===== src/rtl/led_mem_ctrl.sv =====
// LED memory controller: round-robin write arbiter on port A (bulk zero-fill compiled in
// with LEDMEM_CLEAR_EN), once-per-frame scan of all cells on port B into a snapshot.
module led_mem_ctrl #(
  parameter int NCELLS = 36,
  parameter int AW     = 6
) (
  input  logic              clock,
  input  logic              reset,
  input  logic              req0,
  input  logic              req1,
  input  logic [AW-1:0]     addr0,
  input  logic [AW-1:0]     addr1,
  input  logic              data0,
  input  logic              data1,
  output logic              gnt0,
  output logic              gnt1,
  input  logic              clear_req,
  input  logic              frame_start,
  output logic              memA_we,
  output logic [AW-1:0]     memA_addr,
  output logic              memA_din,
  output logic [AW-1:0]     memB_addr,
  input  logic              memB_dout,
  output logic [NCELLS-1:0] frame,
  output logic              frame_valid,
  output logic              busy
);

  localparam logic [AW-1:0] LAST_ADDR = AW'(NCELLS - 1);

  typedef enum logic {ARB, CLEAR} a_state_t;
  typedef enum logic {SIDLE, SCAN} s_state_t;

  a_state_t          r_a_state, w_a_state;
  logic              r_ptr, w_ptr;
  logic              r_gnt0, w_gnt0, r_gnt1, w_gnt1;
  logic              r_we, w_we, r_din, w_din, r_busy, w_busy;
  logic [AW-1:0]     r_addr, w_addr;
  logic              w_arb, w_elig0, w_elig1, w_pick1;

  s_state_t          r_s_state, w_s_state;
  logic [AW-1:0]     r_baddr, w_baddr;
  logic              r_last, w_last, r_rdv, w_rdv, r_fv, w_fv;
  logic [NCELLS-1:0] r_shadow, w_shadow, r_frame, w_frame;

`ifndef LEDMEM_CLEAR_EN
  logic w_unused_clear;
  assign w_unused_clear = clear_req;
`endif

  // A requester whose grant is showing this cycle sits out one round.
  assign w_elig0 = req0 & ~r_gnt0;
  assign w_elig1 = req1 & ~r_gnt1;
  assign w_pick1 = w_elig1 & (~w_elig0 | r_ptr);

  // NOTE: every variable written here gets a default first, so no path can infer a latch.
  always_comb begin
    w_a_state = r_a_state;
    w_ptr     = r_ptr;
    w_gnt0    = 1'b0;
    w_gnt1    = 1'b0;
    w_we      = 1'b0;
    w_busy    = 1'b0;
    w_addr    = r_addr;
    w_din     = r_din;
    w_arb     = 1'b0;
    case (r_a_state)
      ARB: begin
`ifdef LEDMEM_CLEAR_EN
        if (clear_req) begin
          w_a_state = CLEAR;
          w_we      = 1'b1;
          w_busy    = 1'b1;
          w_addr    = '0;
          w_din     = 1'b0;
        end else begin
          w_arb = 1'b1;
        end
`else
        w_arb = 1'b1;
`endif
      end
`ifdef LEDMEM_CLEAR_EN
      CLEAR: begin
        if (r_addr == LAST_ADDR) begin
          w_a_state = ARB;
          w_arb     = 1'b1;
        end else begin
          w_we   = 1'b1;
          w_busy = 1'b1;
          w_addr = r_addr + AW'(1);
          w_din  = 1'b0;
        end
      end
`endif
      default: w_a_state = ARB;
    endcase

    // Out-of-range writes still get their grant but never reach the array.
    if (w_arb && (w_elig0 || w_elig1)) begin
      if (w_pick1) begin
        w_gnt1 = 1'b1;
        w_addr = addr1;
        w_din  = data1;
        w_ptr  = 1'b0;
      end else begin
        w_gnt0 = 1'b1;
        w_addr = addr0;
        w_din  = data0;
        w_ptr  = 1'b1;
      end
      w_we = (w_addr <= LAST_ADDR);
    end
  end

  always_comb begin
    w_s_state = r_s_state;
    w_baddr   = r_baddr;
    w_last    = r_last;
    w_rdv     = 1'b0;
    w_shadow  = r_shadow;
    w_frame   = r_frame;
    w_fv      = 1'b0;
    case (r_s_state)
      SIDLE: begin
        if (frame_start) begin
          w_s_state = SCAN;
          w_baddr   = '0;
          w_last    = 1'b0;
        end
      end
      SCAN: begin
        // Read data lags its address by one cycle; cell 0 ends up in bit 0.
        if (r_rdv) w_shadow = {memB_dout, r_shadow[NCELLS-1:1]};
        if (r_last) begin
          w_frame   = w_shadow;
          w_fv      = 1'b1;
          w_s_state = SIDLE;
          w_baddr   = '0;
        end else begin
          w_rdv = 1'b1;
          if (r_baddr == LAST_ADDR) w_last = 1'b1;
          else                      w_baddr = r_baddr + AW'(1);
        end
      end
      default: w_s_state = SIDLE;
    endcase
  end

  // NOTE: state is updated with non-blocking assignments so every register samples pre-edge values.
  always_ff @(posedge clock) begin
    if (reset) begin
      r_a_state <= ARB;
      r_ptr     <= 1'b0;
      r_gnt0    <= 1'b0;
      r_gnt1    <= 1'b0;
      r_we      <= 1'b0;
      r_addr    <= '0;
      r_din     <= 1'b0;
      r_busy    <= 1'b0;
      r_s_state <= SIDLE;
      r_baddr   <= '0;
      r_last    <= 1'b0;
      r_rdv     <= 1'b0;
      r_frame   <= '0;
      r_fv      <= 1'b0;
    end else begin
      r_a_state <= w_a_state;
      r_ptr     <= w_ptr;
      r_gnt0    <= w_gnt0;
      r_gnt1    <= w_gnt1;
      r_we      <= w_we;
      r_addr    <= w_addr;
      r_din     <= w_din;
      r_busy    <= w_busy;
      r_s_state <= w_s_state;
      r_baddr   <= w_baddr;
      r_last    <= w_last;
      r_rdv     <= w_rdv;
      r_frame   <= w_frame;
      r_fv      <= w_fv;
    end
  end

  // NOTE: the shadow is fully rewritten before it is ever copied out, so it carries no reset.
  always_ff @(posedge clock) begin
    r_shadow <= w_shadow;
  end

  assign gnt0        = r_gnt0;
  assign gnt1        = r_gnt1;
  assign memA_we     = r_we;
  assign memA_addr   = r_addr;
  assign memA_din    = r_din;
  assign busy        = r_busy;
  assign memB_addr   = r_baddr;
  assign frame       = r_frame;
  assign frame_valid = r_fv;

endmodule

===== config.mk =====
export PLATFORM = sky130hd
export DESIGN_NAME = led_mem_ctrl
export DESIGN_NICKNAME = d
export VERILOG_FILES = /design/src/rtl/led_mem_ctrl.sv
export SDC_FILE = /design/constraint.sdc
export NUM_CORES = 1
export LEC_CHECK = 0
export CAP_MARGIN = 0
export CORE_ASPECT_RATIO = 0.6
export CORE_MARGIN = 2
export CORE_UTILIZATION = 40
export DETAILED_ROUTE_END_ITERATION = 7
export GPL_ROUTABILITY_DRIVEN = 0
export HOLD_SLACK_MARGIN = 0.06
export MAX_ROUTING_LAYER = met4
export SYNTH_ARGS = -nofsm -noshare
export SYNTH_HDL_FRONTEND = slang
export SYNTH_SLANG_ARGS = --single-unit

===== constraint.sdc =====
create_clock -name clock -period 5.2 [get_ports clock]
set_input_delay 1.04 -clock clock [delete_from_list [all_inputs] [get_ports clock]]
set_output_delay 1.04 -clock clock [all_outputs]
set_load 0.1 [all_outputs]

==> flow_summary.toml, run 1 <==
[layout]
drive_above_1_share = 0.171
synthToLayoutAreaGrowth_pct = 30.0
multi_input_area_um2 = 1280
nFillCells = 724
finalNetCount = 357
antennaDiodeCount = 0
regArea_um2 = 2220
fin_area_um2 = 4690

[worst_setup_path]
cp_num_buf_inv = 1
critical_path_required_ns = 4.16
crit_family = "buffers and inverters"
arrival_ns = 2.02
crit_chain = "clkdlybuf4s50_1"
crit_type = "reg2out"
start_kind = "register"
cp_slowest_cell = "clkdlybuf4s50_1"
critPathCaptureType = "primary output"
slowest_delay_ns = 1.20
worst-path-max-fanout = 8

[power]
seqPwrFrac = 0.484
switching_power_mw = 0.411
power_density_nw_per_um2 = 363
pwr-share-clk = 0.409
combPwrFrac = 0.107
p_sw_frac = 0.241
power.internal_mw = 1.29
p_leak_nw = 1.60
irDropWorstVdd_mv = 0.196

[placed_design]
hpwl_mm = 4.65
dpl-instance-area_um2 = 4380
portBuffers = 72

[global_route]
overflow = 0
grt_pass1_vias = 2411
grt.total_usage = 0.166
antenna_found_initial = 0
grt_start_max_net_pins = 47
grt_pass1_wl_mm = 12.5

[cts]
ctsHtreeMaxLevel = 3
cts_tree = "yes"
cts_setup_buffers = 0
clock_latency_ns = 0.34
path_clk_slew_ns = 0.06
root_buffer = "clkbuf_16"
clock_sink_count = 93
cts_hold_buffers = 0
cts_buffers = 9
cts.path.max_buffers = 2
cts_resized = 0

[sta]
fin_skew_ns = 0.00533
slew_headroom = 0.294
worstMarginPinSlew_ns = 1.06
hold_viol = 0
rsz0062_at_grt = "no"
setup_viol_count_final = 0
fin_crit_sh = 0.589
finalSetupTns_ns = 0
maxSlewViolCount = 0
fmax_mhz = 326
period_minus_slack_ns = 3.06

[die]
die_x_um = 127
row_count = 26
initial_core_util = 0.419
io_pins = 75
die_y_um = 77.6
core_um2 = 8620
die_area_um2 = 9830

[drt]
wire_per_inst_um = 16.3
drt-pass1-iter-count = 4
vias_per_cell = 5.35
vias = 2418
drc = 0
wl_mm = 7.35
drt-initial-drc-count = 190
final_antenna_net_count = 0

[yosys]
synth.most_common_cell = "dfxtp_1"
synth-edff-count = 36
synth_nets = 295
synth_top_area_cell = "dfxtp_1"
syn-instance-count = 273
yosysTopAreaCellShare = 0.316
synthTopCellsByArea = "dfxtp_1, edfxtp_1, mux2_2"
yosysSeqAreaShare = 0.616
ys_seq_elements = 93
syn_area_um2 = 3610
yosys_warnings = 0
syn_area_per_cell_um2 = 13.2
synth-main-ff-cell = "dfxtp_1"
yosys-top-cells-count = "dfxtp_1, a22o_1, edfxtp_1, mux2_2, nor3_1"
synth_cell_type_count = 39
synthArstFlopShare = 0

[outcome]
status = "finished clean"

[flow_run]
cap_violations = 0

[hold_path]
hp-class = "reg2reg"
[per-stage QoR]
step,total power [mW],cells,hold WS [ns],util,worst slack (ns)
2_1_floorplan,0.970,273,0.508,-,3.02
3_3_place_gp,1.02,436,0.460,0.508,1.96
3_5_place_dp,1.02,436,0.463,0.508,1.89
4_1_cts,1.72,452,0.482,0.544,2.13
5_1_grt,1.77,452,0.486,0.544,2.06
6_report,1.70,452,0.478,0.544,2.14
[cell type report]
type                       instances  share of cell area
clock buffer                      12              0.0525
clock inverter                     4              0.0152
inverter                           2             0.00160
multi-input combinational        157               0.273
sequential                        93               0.474
tap                              112              0.0299
timing repair buffer              72               0.154
[final timing paths]
| check | startpoint | endpoint | slack (ns) | cells after the start |
|---|---|---|---|---|
| max reg2reg | r_s_state | memB_addr[2] | 3.12 | 3 |
| min reg2reg | frame[28] | frame[28] | 0.48 | 1 |
| min | frame[28] | frame[28] | 0.48 | 1 |
| max | memB_addr[2] | memB_addr[2] | 2.14 | 1 |
[per-layer routing]
| metal | part of all wire | wire, um | vias to the layer above | global-route usage |
|---|---|---|---|---|
| li1 | - | - | 1177 | - |
| met2 | 0.40 | 2970 | 48 | 0.217 |
| met3 | 0.047 | 346 | 11 | 0.0593 |
| met1 | 0.54 | 3940 | 1182 | 0.237 |
| met5 | 0 | 0 | - | - |
| met4 | 0.013 | 93 | 0 | 0.0527 |
[power by group through the flow]
stage          Sequential (mW)  Clock, mW  Combinational (mW)
2_1_floorplan            0.888          0              0.0816
3_3_place_gp             0.839          0               0.181
3_5_place_dp             0.840          0               0.182
4_1_cts                  0.824      0.713               0.183
5_1_grt                  0.830      0.747               0.194
6_report                 0.824      0.697               0.182
[placed cells by master (no fill, tap or decap), types with 2 or more instances in the layout]
cell type         n
clkdlybuf4s50_1  72
dfxtp_1          55
mux2_2           36
a22o_1           36
edfxtp_1         36
nor3_1           19
a21oi_1          11
clkbuf_16         9
nor2_1            6
a2111oi_0         6
nor2b_1           4
o21ai_0           4
nand2b_1          4
nand2_1           4
nand3_1           3
a31oi_1           3
a41oi_1           2
nor3b_1           2
a2111oi_2         2
bufinv_16         2
clkbuf_1          2
dfxtp_2           2
[cells by family (layout without fill, tap and decap cells)]
kind of cell    after synthesis  count (layout)  synth area share
simple gates                 48              48            0.0769
flops                        93              93             0.616
buf+inv                      23              90            0.0312
compound gates               71              71             0.159
other cells                   1               1           0.00104
fa+ha+maj                     1               1           0.00347
mux                          36              36             0.112
[sequential cells by signal, summed over array words and instances, names as in the netlist, 6 cells and up]
| signal | cells |
|---|---|
| memB_addr | 6 |
| frame | 36 |
| r_shadow | 36 |
| memA_addr | 6 |
Note: power is estimated with default switching activity, not from simulation.
==> run 2: changes to the inputs <==
Settings changed: PLACE_DENSITY set to 0.67.
Clock period 5.2 ns to 2.7 ns, I/O delays scaled along.
==> run 2 against run 1 <==
Net effect: die area stayed put; combinational power rose by 100%; register-to-register slack lost 2.1 ns; sequential power increased by 91%; sequential share of layout area rose by 1.5 points; wire length up 0.50%; setup slack got worse by 1.4 ns; hold slack better by 0.0038 ns; first-iteration DRC count is 38% lower; non-clock buffer count grew 5; critical path depth is 3 higher; cell area decreased by 3.1%; critical path type is now in2reg; highest routed layer unchanged.
==> flow_summary.toml, run 2 (same netlist as run 1, synthesis figures left out) <==
[cts]
clock_sink_count = 93
cts_resized = 0
cts_tree = "yes"
cts_hold_buffers = 0
path_clk_slew_ns = 0.06
root_buffer = "clkbuf_16"
clock_latency_ns = 0.33
ctsHtreeMaxLevel = 3
cts_buffers = 9
cts_setup_buffers = 0
cts.path.max_buffers = 2

[drt]
final_antenna_net_count = 0
wire_per_inst_um = 16.2
vias = 2463
drt-initial-drc-count = 118
drc = 0
drt-pass1-iter-count = 4
vias_per_cell = 5.39
wl_mm = 7.39

[worst_setup_path]
arrival_ns = 2.13
worst-path-max-fanout = 9
crit_type = "in2reg"
critPathCaptureType = "register"
start_kind = "primary input"
r2r_slack_ns = 1.04
critical_path_required_ns = 2.90

[power]
power_density_nw_per_um2 = 676
p_leak_nw = 1.71
power.internal_mw = 2.29
pwr-share-clk = 0.369
combPwrFrac = 0.119
p_sw_frac = 0.254
irDropWorstVdd_mv = 0.287
finalPower_mw = 3.07
switching_power_mw = 0.781
seqPwrFrac = 0.512

[sta]
maxSlewViolCount = 0
finalSetupTns_ns = 0
fin_skew_ns = 0.00755
setup_viol_count_final = 0
hold_viol = 0
rsz0062_at_grt = "no"
period_minus_slack_ns = 1.94
worstMarginPinSlew_ns = 0.879
slew_headroom = 0.414
fin_crit_sh = 0.718
fmax_mhz = 516

[layout]
antennaDiodeCount = 0
nFillCells = 744
finalNetCount = 362
fin_area_um2 = 4550
drive_above_1_share = 0.339
final_cell_mix = "buf_4, dfxtp_1, mux2_2, a22o_1, edfxtp_1"
synthToLayoutAreaGrowth_pct = 26.0
final_common_cell = "buf_4"

[die]
die_area_um2 = 9830
core_um2 = 8620
initial_core_util = 0.419
io_pins = 75
row_count = 26
die_x_um = 127
die_y_um = 77.6

[outcome]
status = "finished clean"

[global_route]
antenna_found_initial = 0
grt.total_usage = 0.161
grt_start_max_net_pins = 42
overflow = 0
grt_pass1_wl_mm = 12.2
grt_pass1_vias = 2359

[hold_path]
hp-class = "reg2reg"

[placed_design]
portBuffers = 72
dpl-instance-area_um2 = 4280
hpwl_mm = 4.85

[flow_run]
cap_violations = 0
run 2: worst paths after layout:
path | startpoint | end | depth (start not counted)
max reg2reg | r_rdv | frame[5] | 2
min | frame[15] | frame[15] | 1
min reg2reg | frame[15] | frame[15] | 1
max | req0 | memA_addr[3] | 4
run 2: area by class of cell:
class,count,area [um2],area share
clock buffer,11,243,0.0534
sequential,93,2220,0.489
timing repair buffer,77,626,0.138
clock inverter,5,26.3,0.00578
inverter,2,7.51,0.00165
tap,112,140,0.0308
multi-input combinational,157,1280,0.282
run 2: worst max-delay path: stages:
cell and delay [ns]:
clkdlybuf4s50_1 0.50, nor2b_1 0.58, nor3_1 0.08, a2111oi_0 0.43
run 2: power by group through the flow:
stage / clock network, mW / registers [mW] / logic (mW)
2_1_floorplan: 0 / 1.71 / 0.157
3_3_place_gp: 0 / 1.60 / 0.361
5_1_grt: 1.23 / 1.58 / 0.389
6_report: 1.14 / 1.57 / 0.366
4_1_cts: 1.17 / 1.57 / 0.366
3_5_place_dp: 0 / 1.60 / 0.365
run 2: metrics by stage:
stage | setup WS, ns | utilization | std cells | hold slack [ns]
after floorplan | 0.523 | - | 273 | 0.508
after global placement | 0.537 | 0.497 | 441 | 0.465
after detailed placement | 0.462 | 0.497 | 441 | 0.465
after CTS | 0.790 | 0.528 | 457 | 0.484
after global routing | 0.643 | 0.528 | 457 | 0.491
final | 0.761 | 0.528 | 457 | 0.482
run 2: metal layers:
metal | share of wire | GRT usage | vias up
met5 | 0 | - | -
met4 | 0.0080 | 0.0527 | 0
met3 | 0.043 | 0.0455 | 4
met2 | 0.43 | 0.224 | 59
met1 | 0.52 | 0.226 | 1207
li1 | - | - | 1193
